===== config.mk =====
export PLATFORM = sky130hd
export DESIGN_NAME = seq_det_ctrl
export DESIGN_NICKNAME = d
export VERILOG_FILES = /design/src/rtl/seq_det_ctrl.sv
export SDC_FILE = /design/constraint.sdc
export NUM_CORES = 1
export LEC_CHECK = 0
export ABC_AREA = 1
export CORE_UTILIZATION = 55
export CTS_BUF_LIST = sky130_fd_sc_hd__clkbuf_2 sky130_fd_sc_hd__clkbuf_4 sky130_fd_sc_hd__clkbuf_8
export CTS_CLUSTER_SIZE = 30
export DETAILED_ROUTE_END_ITERATION = 8
export GPL_ROUTABILITY_DRIVEN = 0
export PLACE_DENSITY = 0.8
export SETUP_SLACK_MARGIN = 0.15
export SLEW_MARGIN = 20
export SYNTH_ARGS = -nofsm -noshare
export SYNTH_HDL_FRONTEND = slang
export SYNTH_SLANG_ARGS = --single-unit

===== constraint.sdc =====
create_clock -name clk -period 3 [get_ports clk]
set_input_delay 0.3 -clock clk [delete_from_list [all_inputs] [get_ports clk]]
set_output_delay 0.3 -clock clk [all_outputs]
set_load 0.01 [all_outputs]

===== src/rtl/seq_det_ctrl.sv =====
// Serial pattern detector driving a load/run/clear datapath sequencer.
//
//   state | meaning
//   ------+--------------------------------------------------------------
//   IDLE  | waiting for an accepted detection
//   LOAD  | one-cycle datapath load pulse, run timer armed
//   RUN   | datapath enabled until status or timer terminal count
//   CLEAR | one-cycle datapath clear pulse, then back to IDLE
module seq_det_ctrl #(
    parameter int               PAT_W   = 4,
    parameter logic [PAT_W-1:0] PATTERN = 4'b1101,
    parameter int               TMO_W   = 8,
    parameter int               TIMEOUT = 100,
    parameter int               MISS_W  = 4
) (
    input  logic              clk,
    input  logic              rst_n,
    input  logic              d_in,
    input  logic              status,
    input  logic              err_clr,
    output logic              q_out,
    output logic              ld,
    output logic              en,
    output logic              clr,
    output logic              busy,
    output logic              err,
    output logic [MISS_W-1:0] miss
);

    localparam int                FILL_W   = $clog2(PAT_W);
    localparam logic [FILL_W-1:0] FILL_MAX = FILL_W'(PAT_W - 1);
    // Run timer counts down from TIMEOUT-1; terminal count is zero.
    localparam logic [TMO_W-1:0]  TMO_LAST = TMO_W'(TIMEOUT - 1);

    typedef enum logic [1:0] {
        IDLE  = 2'd0,
        LOAD  = 2'd1,
        RUN   = 2'd2,
        CLEAR = 2'd3
    } state_t;

    state_t             state, state_nxt;
    logic [PAT_W-2:0]   hist;
    logic [FILL_W-1:0]  fill;
    logic [PAT_W-1:0]   window;
    logic               primed;
    logic [TMO_W-1:0]   timer;
    logic               tmo_tc;
    logic               abort;

    assign window = {hist, d_in};
    assign primed = (fill == FILL_MAX);
    assign q_out  = primed && (window == PATTERN);
    assign tmo_tc = (timer == '0);
    // A status in the terminal cycle wins over the timeout.
    assign abort  = (state == RUN) && !status && tmo_tc;

    // Detector history and fill count; independent of the sequencer.
    always_ff @(posedge clk or negedge rst_n) begin
        if (!rst_n) begin
            hist <= '0;
            fill <= '0;
        end else begin
            hist <= window[PAT_W-2:0];
            if (fill != FILL_MAX) begin
                fill <= fill + 1'b1;
            end
        end
    end

    // Sequencer state register.
    always_ff @(posedge clk or negedge rst_n) begin
        if (!rst_n) begin
            state <= IDLE;
        end else begin
            state <= state_nxt;
        end
    end

    // Next-state logic and datapath controls decoded from the current state.
    always_comb begin
        state_nxt = state;
        ld        = 1'b0;
        en        = 1'b0;
        clr       = 1'b0;
        busy      = 1'b1;
        case (state)
            IDLE: begin
                busy = 1'b0;
                if (q_out) begin
                    state_nxt = LOAD;
                end
            end
            LOAD: begin
                ld        = 1'b1;
                state_nxt = RUN;
            end
            RUN: begin
                en = 1'b1;
                if (status || tmo_tc) begin
                    state_nxt = CLEAR;
                end
            end
            CLEAR: begin
                clr       = 1'b1;
                state_nxt = IDLE;
            end
            default: begin
                state_nxt = IDLE;
            end
        endcase
    end

    // Run timer: armed in LOAD, counts down while running.
    always_ff @(posedge clk or negedge rst_n) begin
        if (!rst_n) begin
            timer <= '0;
        end else if (state == LOAD) begin
            timer <= TMO_LAST;
        end else if (state == RUN && !tmo_tc) begin
            timer <= timer - 1'b1;
        end
    end

    // Sticky abort flag; a new abort beats a simultaneous clear request.
    always_ff @(posedge clk or negedge rst_n) begin
        if (!rst_n) begin
            err <= 1'b0;
        end else if (abort) begin
            err <= 1'b1;
        end else if (err_clr) begin
            err <= 1'b0;
        end
    end

    // Saturating count of detections that arrive while the sequencer is busy.
    always_ff @(posedge clk or negedge rst_n) begin
        if (!rst_n) begin
            miss <= '0;
        end else if (q_out && state != IDLE && miss != '1) begin
            miss <= miss + 1'b1;
        end
    end

endmodule

==> reports/qor.csv, run 1 <==
metric;value;unit
outcome;completed;
HPWL Detailed;1580;µm
Post-DRT Antenna Nets;0;
FF-to-FF setup slack;1.45;ns
Core Footprint;1960;µm²
clk_skew;0.00645;ns
# Post-CTS Setup Buffers;0;
Crit. End Element;output port;
Synth area leaders;dfrtp_1, nand2_1, ha_1, nand3_1, inv_1;
Pins Over Slew Limit;0;
Worst-Margin Slew;0.865;ns
post-route cell area;1370;µm²
grt ovf;0;
Synth top area share;0.437;
WL final;2070;µm
initial core utilization;0.584;
root buf cell;clkbuf_4;
Final min period;2.08;ns
count of TritonRoute iterations in the first routing pass;4;
Setup WS pre-CTS;1.07;ns
post-synthesis adder-cell area fraction;0.0983;
Vias per Instance;4.96;
Syn Area/Cell;8.49;µm²
fillers;170;
row count;16;
Most used DFF post-synth;dfrtp_1;
area leader, netlist;dfrtp_1;
Setup WS post-layout;0.920;ns
max cap viols;0;
main combinational cell family by area after synthesis;simple AND/OR/NAND/NOR gates;
area post-placement;1320;µm²
synthesized cell area;1150;µm²
Yosys reg bits;20;
Die Ht;47.7;µm
final setup TNS;0;ns
slew margin rel.;0.421;
CTS tree;done;
layout cells sized above 1;0.111;
WS Path Type;reg2out;
Final nets;168;
cell count after synthesis;135;
Tot GR Track Use;0.204;
H-tree depth;1;
Die Width;47.7;µm
total power;1400;µW
Synth Net Count;149;
post-synthesis cell type count;23;
HP Class;reg2reg;
# hold bufs at CTS;0;
vias in the first global route;783;
CTS Sinks;20;
sequential cell area fraction in the yosys report;0.437;
crit path DAT;1.78;ns
setup violation total in the final timing report;0;
Num CTS Buffers;3;
area delta synth->final;19.8;%
Critical Path Start Type;flip-flop;
crit share post-route;0.693;
Pleak;0.000685;µW
Worst-Skew Late Latency;0.30;ns
Worst Path Required;2.70;ns
Post-synth EDFFs;0;
most common cell after layout, fill and taps aside;nand2_1;
Antenna Cells;0;
drt initial violations;12;
largest net degree at the start of global routing;21;
RSZ-0062 raised after global routing;false;
WL/cell;11.5;µm
Remaining DRCs;0;
die area;2270;µm²
Worst-path clk slew;0.11;ns
most frequent cells in the layout;nand2_1, dfrtp_1, inv_1;
asr flop ratio synth;1.00;
first-pass GRT wire length;3150;µm
Post-CTS Resized;0;
CP max FO;3;
count of final hold-check violations;0;
Power Dens Cells;1020;nW/µm²
initial antenna violation count;0;
DR vias;893;
I/O pin cnt;15;
post-synthesis simple-gate area fraction;0.328;
IR drop worst, VDD;0.619;mV
Synth warnings;0;
compound-gate portion of the synthesized area;0.0338;
Longest Clk Path Bufs;2;
post-synthesis xor/xnor area fraction;0.0382;
I/O Buffers;14;
mux share of post-synthesis cell area;0;
FMAX;481;MHz
[cell families after synthesis]
family                   after synthesis
flip-flops                            20
adder cells (fa/ha/maj)                9
XOR/XNOR                               5
buffers and inverters                 20
AO/OA/AOI/OAI                          7
AND/OR/NAND/NOR                       74
[final timing paths]
kind	endpoint	cells past startpoint	start
worst min-delay path	hist[2]$_DFF_PN0_	0	hist[1]$_DFF_PN0_
min in group asynchronous	timer[7]$_DFFE_PN0P_	1	rst_n
worst max register to register	timer[3]$_DFFE_PN0P_	5	state[1]$_DFFE_PN0P_
worst max-delay path	q_out	4	fill[0]$_DFFE_PN0P_
max in group asynchronous	fill[0]$_DFFE_PN0P_	1	rst_n
worst min register to register	hist[2]$_DFF_PN0_	0	hist[1]$_DFF_PN0_
[metal layers]
layer,vias to the layer above,routed length (µm),GRT usage
met2,14,1090,0.395
met3,2,48,0.0226
met5,-,0,0
met1,417,925,0.231
li1,460,-,-
met4,0,8,0.0667
[power by group]
| group | leakage, µW | switching (µW) | internal [µW] |
|---|---|---|---|
| Clock | 0.0000279 | 83.4 | 135 |
| Combinational | 0.000415 | 407 | 308 |
| Sequential | 0.000242 | 104 | 359 |
[stage by stage]
stage	hold slack, ns	util	std cells
floorplan	0.00441	-	135
global placement	0.367	0.673	176
detailed placement	0.373	0.673	176
CTS	0.404	0.700	180
global route	0.417	0.700	180
finish	0.404	0.700	180
[registers in the layout, summed over array words and instances, names as in the netlist]
register	flops
err	1
fill	2
hist	3
miss	4
state	2
timer	8
[cells in the mapped netlist, types with 2 or more instances]
cell     number
dfrtp_1      20
inv_1        16
o21ai_0       5
nand4_1       3
inv_2         3
ha_1          9
nor2_1        7
nor2_8        2
nand2_2       2
nand3_1      12
xor2_1        2
xnor2_1       3
nand2_1      41
[critical path, stage by stage, from the launching register on]
cell,delay (ns)
dfrtp_1,0.41
ha_1,0.24
inv_2,0.08
nor3_4,0.20
clkdlybuf4s50_1,0.56
[final cells by class]
type                    instances  area (µm²)  area share
inverters                      20        75.1      0.0547
clock inverters                 1        30.0      0.0219
flip-flops and latches         20         500       0.365
repair buffers                 14         140       0.102
multi-input cells              95         571       0.416
clock buffers                   3        22.5      0.0164
well taps                      27        33.8      0.0246
(Power assumes the default switching activity.)
==> inputs of run 2 (changes only) <==
- CORE_UTILIZATION: 55 -> 51
- PLACE_DENSITY: 0.8 -> 0.78
- clock period: 3 -> 1.7 ns (I/O delays scaled with it)
==> run 2 against run 1 <==
Worst hold slack worse by 0.20 ns. Register-to-register slack worse by 1.2 ns. Worst setup slack worse by 0.71 ns. Sequential power is 74% higher. Clock power is 75% higher. Largest cell class unchanged. Highest routed layer unchanged.
==> reports/qor.csv, run 2 (synthesis results as in run 1) <==
metric;value;unit;change
slew margin rel.;0.806;;+0.385
Die Ht;49.4;µm;+3.7%
first-pass GRT wire length;3870;µm;+23%
RSZ-0062 raised after global routing;true;;
Core Footprint;2040;µm²;+4.1%
max cap viols;0;;unchanged
Vias per Instance;4.80;;-3.2%
CP Buf/Inv Count;2;;unchanged
I/O pin cnt;15;;unchanged
total power;2500;µW;+79%
Flop pwr share;0.322;;-0.010
setup violation total in the final timing report;0;;unchanged
Post-DRT Antenna Nets;0;;unchanged
Num CTS Buffers;3;;unchanged
Critical Path Start Type;flip-flop;;
Worst Path Required;1.53;ns;-1.17 ns
root buf cell;clkbuf_4;;
Pleak;0.000719;µW;+5.0%
Longest Clk Path Bufs;2;;unchanged
vias in the first global route;902;;+15%
Worst-path clk slew;0.11;ns;about the same
crit-path max cell delay;0.42;ns;-0.14 ns
count of TritonRoute iterations in the first routing pass;4;;unchanged
Antenna Cells;0;;unchanged
Min Hold Slack;0.200;ns;-0.203 ns
Sw Pwr;1050;µW;+78%
slowest CP cell;dfrtp_1;;
largest net degree at the start of global routing;21;;unchanged
most frequent cells in the layout;nand2_1, dfrtp_1, inv_1;;
Worst-Margin Slew;0.289;ns;-0.576 ns
Setup WS pre-CTS;0.0312;ns;-1.04 ns
CTS tree;done;;
FMAX;673;MHz;
CP max FO;3;;unchanged
Setup WS post-layout;0.214;ns;-0.706 ns
IR drop worst, VDD;1.14;mV;+85%
count of final hold-check violations;0;;unchanged
Remaining DRCs;0;;unchanged
FF-to-FF setup slack;0.26;ns;-1.19 ns
Crit. End Element;output port;;
clk_skew;0.00133;ns;-0.00512 ns
layout cells sized above 1;0.170;;+0.0587
HPWL Detailed;1610;µm;+1.6%
crit share post-route;0.874;;
Final min period;1.49;ns;
Worst-Skew Late Latency;0.29;ns;about the same
area delta synth->final;23.3;%;
Power Internal;1440;µW;+80%
crit path cell chain;buf_4 > ha_1 > clkdlybuf4s15_1;;
most common cell after layout, fill and taps aside;nand2_1;;
Largest register FFs;8;;unchanged
outcome;completed;;
initial core utilization;0.561;;-0.0229
reg2reg start;state[0]$_DFFE_PN0P_;;
Largest Register;timer;;
crit path DAT;1.32;ns;-0.46 ns
reg-to-reg endpoint;timer[7]$_DFFE_PN0P_;;
Combinational Power Share;0.525;;+0.013
initial antenna violation count;0;;unchanged
drt initial violations;10;;-2
CTS Sinks;20;;unchanged
WL final;2160;µm;+4.3%
switch share;0.422;;-0.00338
worst r2r path cells;6;;+1
# hold bufs at CTS;0;;unchanged
WS Path Type;reg2out;;
largest registers;timer (8), miss (4), hist (3);;
Tot GR Track Use;0.206;;+0.00176
I/O Buffers;14;;unchanged
WL/cell;11.6;µm;+0.94%
DR vias;893;;unchanged
clock share of power;0.153;;-0.003
Pins Over Slew Limit;0;;unchanged
HP Class;in2async;;
Die Width;49.4;µm;+3.7%
H-tree depth;1;;unchanged
grt ovf;0;;unchanged
final core area utilization;0.692;;-0.00783
final setup TNS;0;ns;unchanged
row count;16;;unchanged
CP top delay family;flip-flops;;
Final nets;174;;+3.6%
die area;2440;µm²;+7.5%
Power Dens Cells;1770;nW/µm²;+74%
-- run 2: layout make-up --
class                           instances  area, µm²
Fill cell                             169        629
Multi-Input combinational cell         95        573
Sequential cell                        20        500
Timing Repair Buffer                   20        178
Inverter                               20       75.1
Tap cell                               27       33.8
Clock inverter                          1       30.0
Clock buffer                            3       22.5
-- run 2: what timing repair did --
| action | 4_1_cts | 5_1_grt |
|---|---|---|
| endpoints found under the setup margin | 5 | 8 |
| buffers inserted | 3 | 0 |
| cloned | 0 | 0 |
| resized for setup | 6 | 6 |
-- run 2: how the worst max path moves through the flow --
| stage | from | endpoint | cells past startpoint | slack (ns) |
|---|---|---|---|---|
| finish | state[1]$_DFFE_PN0P_ | en | 3 | 0.21 |
| global route | state[0]$_DFFE_PN0P_ | busy | 4 | 0.14 |
| CTS | fill[0]$_DFFE_PN0P_ | q_out | 4 | 0.08 |
| detailed placement | d_in | q_out | 4 | 0.03 |
| global placement | d_in | q_out | 4 | 0.06 |
| floorplan | state[1]$_DFFE_PN0P_ | timer[7]$_DFFE_PN0P_ | 5 | 0.31 |
-- run 2: metal layers --
metal / vias up / track usage / share of wire
li1: 471 / - / -
met1: 414 / 0.247 / 0.45
met2: 6 / 0.379 / 0.52
met3: 2 / 0.0312 / 0.018
met4: 0 / 0.0524 / 0.0060
met5: - / 0 / 0
-- run 2: power groups by stage --
stage | Clock (µW) | Combinational, µW | Sequential, µW
after global placement | 0 | 1220 | 807
after CTS | 389 | 1310 | 797
after global routing | 404 | 1490 | 831
after floorplan | 0 | 890 | 798
final | 382 | 1310 | 804
after detailed placement | 0 | 1270 | 819
-- run 2: metrics by stage --
stage / cell area (µm²) / std cells
floorplan: 1150 / 135
global placement: 1340 / 179
detailed placement: 1340 / 179
CTS: 1410 / 186
global route: 1410 / 186
finish: 1410 / 186
==> inputs of run 3 (changes only) <==
- MAX_ROUTING_LAYER: unset -> met4
==> run 3 against run 2 <==
Sequential power hardly changed. Critical path type unchanged. Combinational power hardly changed. Core utilization stayed put. Final cell count stayed put. Via count is 0.56% higher. Largest power group unchanged.
==> reports/qor.csv, run 3 (synthesis results as in run 1) <==
metric;value;unit;change
outcome;completed;;
WL/cell;11.6;µm;+0.37%
initial antenna violation count;0;;unchanged
initial core utilization;0.561;;unchanged
clk_skew;0.00132;ns;-0.0000165 ns
FF+latch area;500;µm²;unchanged
Critical Path Start Type;flip-flop;;
Vias per Instance;4.83;;+0.56%
Worst Path Required;1.53;ns;about the same
HP Class;in2async;;
root buf cell;clkbuf_4;;
area delta synth->final;23.3;%;unchanged
Power Dens Cells;1770;nW/µm²;about the same
FMAX;673;MHz;about the same
slew margin rel.;0.804;;-0.00227
CTS Sinks;20;;unchanged
Layout Cells excl Fill;186;;unchanged
Final min period;1.49;ns;+0.000196 ns
WL final;2160;µm;+0.37%
Placed Cells;179;;unchanged
Antenna Cells;0;;unchanged
Min Hold Slack;0.200;ns;-0.000535 ns
row count;16;;unchanged
crit-path max cell delay;0.42;ns;about the same
CP top delay family;flip-flops;;
vias in the first global route;900;;-0.22%
CTS tree;done;;
Combinational Power Share;0.525;;about the same
footprint of the multi-input gates;573;µm²;unchanged
I/O Buffers;14;;unchanged
IR drop worst, VDD;1.15;mV;+0.23%
Worst-Margin Slew;0.292;ns;+0.00338 ns
Sw Pwr;1050;µW;about the same
Die Width;49.4;µm;unchanged
I/O pin cnt;15;;unchanged
DR vias;898;;+0.56%
Pleak;0.000719;µW;unchanged
Crit. End Element;output port;;
Num CTS Buffers;3;;unchanged
switch share;0.422;;about the same
drt initial violations;8;;-2
largest registers;timer (8), miss (4), hist (3);;
Largest register FFs;8;;unchanged
CP max FO;3;;unchanged
CP Buf/Inv Count;2;;unchanged
slowest CP cell;dfrtp_1;;
most common cell after layout, fill and taps aside;nand2_1;;
largest net degree at the start of global routing;21;;unchanged
Worst-Skew Late Latency;0.29;ns;about the same
Flop pwr share;0.322;;about the same
Worst-path clk slew;0.11;ns;about the same
Final nets;174;;unchanged
layout cells sized above 1;0.170;;unchanged
most frequent cells in the layout;nand2_1, dfrtp_1, inv_1;;
# hold bufs at CTS;0;;unchanged
fillers;169;;unchanged
count of final hold-check violations;0;;unchanged
count of TritonRoute iterations in the first routing pass;4;;unchanged
Tot GR Track Use;0.212;;+0.00655
HPWL Detailed;1610;µm;unchanged
Remaining DRCs;0;;unchanged
max cap viols;0;;unchanged
H-tree depth;1;;unchanged
final setup TNS;0;ns;unchanged
Setup WS post-layout;0.214;ns;-0.000196 ns
grt ovf;0;;unchanged
RSZ-0062 raised after global routing;true;;
Setup WS pre-CTS;0.0312;ns;unchanged
crit share post-route;0.874;;about the same
Post-DRT Antenna Nets;0;;unchanged
WS Path Type;reg2out;;
crit path DAT;1.32;ns;about the same
die area;2440;µm²;unchanged
clock share of power;0.153;;about the same
crit path cell chain;buf_4 > ha_1 > clkdlybuf4s15_1;;
Power Internal;1440;µW;about the same
Core Footprint;2040;µm²;unchanged
first-pass GRT wire length;3880;µm;+0.36%
Largest Register;timer;;
Longest Clk Path Bufs;2;;unchanged
Pins Over Slew Limit;0;;unchanged
Die Ht;49.4;µm;unchanged
setup violation total in the final timing report;0;;unchanged
-- run 3: per-layer routing --
| metal | vias to the layer above | wire length, µm | global-route usage |
|---|---|---|---|
| li1 | 471 | - | - |
| met1 | 417 | 965 | 0.249 |
| met2 | 8 | 1130 | 0.379 |
| met3 | 2 | 54 | 0.0312 |
| met4 | 0 | 13 | 0.0524 |
| met5 | - | 0 | - |
-- run 3: timing repair --
item                       in CTS  in global routing
hold endpoints to repair        0                  0
resized for setup               6                  6
setup endpoints to repair       5                  8
setup buffers                   3                  0
-- run 3: area by class of cell --
cell class / instances / share of cell area
clock buffers: 3 / 0.0159
repair buffers: 20 / 0.126
inverters: 20 / 0.0531
flip-flops and latches: 20 / 0.354
clock inverters: 1 / 0.0213
well taps: 27 / 0.0239
multi-input cells: 95 / 0.406
-- run 3: final timing paths --
| kind | slack, ns | depth (start not counted) | end | from |
|---|---|---|---|---|
| max | 0.21 | 3 | en | state[1]$_DFFE_PN0P_ |
| min | 0.20 | 2 | timer[6]$_DFFE_PN0P_ | rst_n |
| max reg2reg | 0.25 | 6 | timer[7]$_DFFE_PN0P_ | state[0]$_DFFE_PN0P_ |
| min reg2reg | 0.39 | 0 | hist[2]$_DFF_PN0_ | hist[1]$_DFF_PN0_ |
| max in group asynchronous | 1.30 | 2 | timer[2]$_DFFE_PN0P_ | rst_n |
| min in group clk | 0.35 | 1 | hist[0]$_DFF_PN0_ | d_in |
-- run 3: worst reg2reg max path, cell delays in order (launching register included) --
cell and delay, ns:
dfrtp_1 0.39, buf_4 0.13, ha_1 0.17, buf_4 0.15, clkinv_1 0.26, nand4_1 0.20, nand2_1 0.06
-- run 3: through the flow --
step | utilization | total power (µW) | area (µm²)
6_report | 0.692 | 2500 | 1410
5_1_grt | 0.692 | 2730 | 1410
4_1_cts | 0.692 | 2490 | 1410
3_5_place_dp | 0.657 | 2090 | 1340
3_3_place_gp | 0.657 | 2030 | 1340
2_1_floorplan | - | 1690 | 1150
-- run 3: power groups by stage --
stage	registers [µW]	logic, µW	clock network, µW
finish	803	1310	382
floorplan	798	890	0
detailed placement	819	1270	0
global route	831	1490	404
global placement	807	1220	0
CTS	797	1310	389
